<file path="src/rtl/score_pkg.sv">
// rtl/score_pkg.sv - shared game-state encoding and score/pending limits
package score_pkg;

  typedef enum logic [1:0] {
    IDLE = 2'd0,
    PLAY = 2'd1,
    OVER = 2'd2
  } state_t;

  localparam logic [2:0]  PEND_MAX  = 3'd7;
  localparam logic [11:0] SCORE_MAX = 12'h999;

endpackage

</file>
<file path="src/rtl/bcd_digit.sv">
// rtl/bcd_digit.sv - one decimal digit counter, wraps 9->0 and flags carry
module bcd_digit (
  input  logic       clk,
  input  logic       reset,
  input  logic       clr,
  input  logic       inc_in,
  output logic [3:0] digit,
  output logic       carry_out
);

  assign carry_out = inc_in && (digit == 4'd9);

  always_ff @(posedge clk or negedge reset) begin
    if (!reset) begin
      digit <= 4'd0;
    end else if (clr) begin
      digit <= 4'd0;
    end else if (inc_in) begin
      digit <= (digit == 4'd9) ? 4'd0 : digit + 4'd1;
    end
  end

endmodule

</file>
<file path="src/rtl/score_ctrl.sv">
// rtl/score_ctrl.sv - game FSM with pending-point queue, BCD score and best score
module score_ctrl
  import score_pkg::*;
(
  input  logic        clk,
  input  logic        reset,
  input  logic        cycle,
  input  logic        start,
  input  logic        pass,
  input  logic        lose,
  output logic [11:0] score,
  output logic [11:0] best,
  output logic [1:0]  state,
  output logic        pend_ovf
);

  state_t     st;
  logic [2:0] pending;
  logic       game_start;
  logic       issue;
  logic       inc_ones;
  logic       inc_tens;
  logic       inc_hund;
  logic       carry_unused;

  assign state      = st;
  assign game_start = ((st == IDLE) || (st == OVER)) && start;
  assign issue      = (st == PLAY) && cycle && (pending != 3'd0) && !lose;
  // Saturation: an issue at 999 still drains pending but never reaches the digits.
  assign inc_ones   = issue && (score != SCORE_MAX);

  bcd_digit u_ones (
    .clk       (clk),
    .reset     (reset),
    .clr       (game_start),
    .inc_in    (inc_ones),
    .digit     (score[3:0]),
    .carry_out (inc_tens)
  );

  bcd_digit u_tens (
    .clk       (clk),
    .reset     (reset),
    .clr       (game_start),
    .inc_in    (inc_tens),
    .digit     (score[7:4]),
    .carry_out (inc_hund)
  );

  bcd_digit u_hund (
    .clk       (clk),
    .reset     (reset),
    .clr       (game_start),
    .inc_in    (inc_hund),
    .digit     (score[11:8]),
    .carry_out (carry_unused)
  );

  always_ff @(posedge clk or negedge reset) begin
    if (!reset) begin
      st       <= IDLE;
      pending  <= 3'd0;
      pend_ovf <= 1'b0;
      best     <= 12'h000;
    end else begin
      case (st)
        IDLE, OVER: begin
          if (start) begin
            st       <= PLAY;
            pending  <= 3'd0;
            pend_ovf <= 1'b0;
          end
        end
        PLAY: begin
          if (lose) begin
            st      <= OVER;
            pending <= 3'd0;
            // BCD digits order the same as binary, so a plain compare suffices.
            if (score > best) best <= score;
          end else if (issue && !pass) begin
            pending <= pending - 3'd1;
          end else if (pass && !issue) begin
            if (pending == PEND_MAX) pend_ovf <= 1'b1;
            else                     pending  <= pending + 3'd1;
          end
        end
        default: st <= IDLE;
      endcase
    end
  end

endmodule

</file>
<file path="config.mk">
export PLATFORM = sky130hd
export DESIGN_NAME = score_ctrl
export DESIGN_NICKNAME = d
export VERILOG_FILES = /design/src/rtl/score_pkg.sv /design/src/rtl/bcd_digit.sv /design/src/rtl/score_ctrl.sv
export SDC_FILE = /design/constraint.sdc
export NUM_CORES = 1
export LEC_CHECK = 0
export CAP_MARGIN = 20
export CORE_MARGIN = 5
export CORE_UTILIZATION = 45
export DETAILED_ROUTE_END_ITERATION = 12
export PLACE_DENSITY = 0.73
export SLEW_MARGIN = 20
export SYNTH_ARGS = -nofsm -noshare
export SYNTH_HDL_FRONTEND = slang
export SYNTH_SLANG_ARGS = --single-unit
</file>
<file path="constraint.sdc">
create_clock -name clk -period 2.3 [get_ports clk]
set_input_delay 0.575 -clock clk [delete_from_list [all_inputs] [get_ports clk]]
set_output_delay 0.575 -clock clk [all_outputs]
set_load 0.02 [all_outputs]
</file>
==> results.toml <==
[cts]
cts_num_sinks = 30
cts_tree = "built"
cts_root_buf = "clkbuf_8"
numCtsBuffers = 5
path_clk_slew_ns = 0.07
clk_path_buf_depth = 2
insertion_delay_ns = 0.29
htreeDepth = 2
cts_hold_buf = 0

[timing]
drv_slew = 0
max_freq_ghz = 0.461
finalHoldViolCount = 0
post-route-period-util = 0.943
fin_ws_ns = 0.131
rsz0062_at_grt = "no"
timing.hold.ws_ns = 0.536
fin_skew_ns = 0.00689
finalSetupViolations = 0
fin_crit_ns = 2.17
maxSlewHeadroom = 0.722
worst_pin_slew_ns = 0.415

[place]
place.gp.congestion = 0.800
dp_cells = 302
numPortBuffers = 32
post-dp-hpwl_um = 3370
pre_cts_slack_ns = -0.389
place_area_um2 = 2540

[critical_path]
start_kind = "register"
worstRegToRegCells = 8
startpoint = "best[3]"
worst_ep_required_time_ns = 2.48
worstPathArrival_ns = 2.34
critPathKind = "reg2reg"
end_kind = "register"
worst-path-max-fanout = 6
r2r_start = "best[3]"
crit_path_end = "best[4]"
worst-r2r-setup-slack_ns = 0.13
reg2reg_to = "best[4]"

[yosys]
yosys_register_bits = 30
syn-num-nets = 210
syn_area_um2 = 1870
syn_avg_cell_area_um2 = 9.92
synthArstFlopShare = 1.00
synthCells = 189
yosys_warnings = 0
ys_types = 45
synth-edff-count = 0
yosys_most_used_dff = "dfrtp_1"
yosysSeqAreaShare = 0.401

[route]
viasPerCell = 5.31
wl_per_cell_um = 14.8
drc = 0
wl_um = 4590
drtIter0Drc = 76
detail-route-antenna-nets = 0
vias = 1650
dr.pass1.iters = 4

[grt]
grt_pass1_vias = 1659
grt_busiest_layer = "met2"
grt_pass1_wl_um = 8000
grt_use_met1 = 0.248
groute.usage.overall = 0.189
antenna_found_initial = 0
grt_overflow = 0
grt_use_met2 = 0.304
met3_usage = 0.0365
grt_max_degree = 31

[cells_and_area]
syn_to_final_growth_pct = 42.7
final_area_um2 = 2670
drive_above_1_share = 0.264
instances_no_fill = 311
antenna_cells = 0
final_net_count = 282

[floorplanning]
die_area_um2 = 5560
io_pins = 33
rows = 23
die_x_um = 74.5
core_area_um2 = 4030
start_util = 0.465
fp.dieH_um = 74.5

[pwr]
fin_total_pwr_uw = 1200
peakVddDrop_mv = 0.512
leakagePower_uw = 0.00130
p_per_area_nw_per_um2 = 448

[run]
maxCapViolations = 0

[hold_path]
min_path_type = "reg2reg"

[outcome]
outcome = "completed"
## final cells by class
| class | instances | area, µm² |
|---|---|---|
| fill | 358 | 1360 |
| sequential | 30 | 753 |
| timing repair buffer | 70 | 612 |
| inverter | 18 | 67.6 |
| multi-input combinational | 136 | 1100 |
| clock buffer | 5 | 68.8 |
| clock inverter | 2 | 10.0 |
| tap | 50 | 62.6 |
## sequential cells by signal, indices dropped and copies added (netlist names)
register / cells
u_hund.digit: 4
pend_ovf: 1
best: 12
state: 2
u_ones.digit: 4
pending: 3
u_tens.digit: 4
## per-layer routing
layer  up-vias  part of all wire  routed length (µm)
li1        808                 -                   -
met1       787              0.44                2010
met2        46              0.49                2240
met3         9             0.054                 246
met4         0             0.020                  90
met5         -                 0                   0
## power by group
part,switching (µW),leakage [µW],internal (µW)
combinational,122,0.000852,106
sequential,18.2,0.000402,546
clock,202,0.0000438,202
## per-stage QoR
step	utilization	setup TNS, ns
after floorplan	-	-0.0995
after global placement	0.631	-3.91
after detailed placement	0.631	-4.87
after CTS	0.662	0
after global routing	0.664	0
final	0.664	0
## cells in the mapped netlist, types with 2 or more instances
cell      count  share of area
xor2_1        5          0.023
ha_1         15           0.10
and4b_1       2          0.011
clkbuf_1      3         0.0060
nor2_1       14          0.028
nand2b_1      4          0.013
nand3_1      10          0.027
nor4bb_1      2          0.011
o21ai_1       4          0.011
dfrtp_1      30           0.40
and3_1        2         0.0067
o21ai_0       2         0.0053
mux2_4        8          0.064
nor2b_1       5          0.017
mux2i_1       6          0.032
nor3_1        3         0.0080
and2_1        2         0.0067
a31oi_1       3          0.010
mux2_1        2          0.012
a21oi_1      12          0.032
inv_1        17          0.034
nand4_1       3          0.010
nand2_1      13          0.026
## kinds of logic (layout without fill, tap and decap cells)
logic type / count (synthesis) / in the layout / synth area share
buf+inv: 23 / 95 / 0.0507
xor+xnor: 6 / 6 / 0.0280
simple gates: 70 / 70 / 0.215
flops: 30 / 30 / 0.401
compound gates: 29 / 29 / 0.0975
fa+ha+maj: 15 / 15 / 0.100
mux: 16 / 16 / 0.108
## what timing repair did
| action | CTS | global route |
|---|---|---|
| endpoints found under the setup margin | 13 | 13 |
| buffers inserted | 2 | 0 |
| pin swaps | 3 | 1 |
| gates resized for setup | 6 | 1 |
## cells in the final DEF, fill, tap and decap left out, types with 2 or more instances in the layout
master,netlist,layout
clkdlybuf4s50_1,0,31
ha_1,15,11
nor3_1,3,2
buf_4,0,36
and3_1,2,2
a21oi_1,12,12
nand2b_1,4,4
clkbuf_8,0,5
a31oi_1,3,3
o21ai_1,4,4
and2_1,2,2
inv_1,17,17
nor4bb_1,2,2
buf_6,1,2
mux2_4,8,8
nand4_1,3,3
nor2b_1,5,5
nor2_1,14,14
ha_4,0,3
dfrtp_2,0,2
nand2_1,13,13
clkinv_2,0,2
dfrtp_1,30,28
nand3_1,10,10
o21ai_0,2,2
mux2i_1,6,6
and4b_1,2,2
xor2_1,5,5
mux2_1,2,2
## critical path, cell delays in order (launching register included)
cell     delay [ns]
dfrtp_1        0.38
inv_1          0.09
ha_4           0.20
and3_4         0.18
nor2b_4        0.12
o31a_1         0.26
o41ai_4        0.29
buf_6          0.20
mux2_1         0.33
## worst min path at each step
stage,cells after the start,startpoint,to,slack [ns]
after floorplan,0,reset,best[0],0.28
after global placement,1,best[4],best[4],0.50
after detailed placement,1,best[5],best[5],0.52
after CTS,1,best[5],best[5],0.54
after global routing,1,best[5],best[5],0.55
final,1,best[5],best[5],0.54
Note: power is estimated with default switching activity, not from simulation.
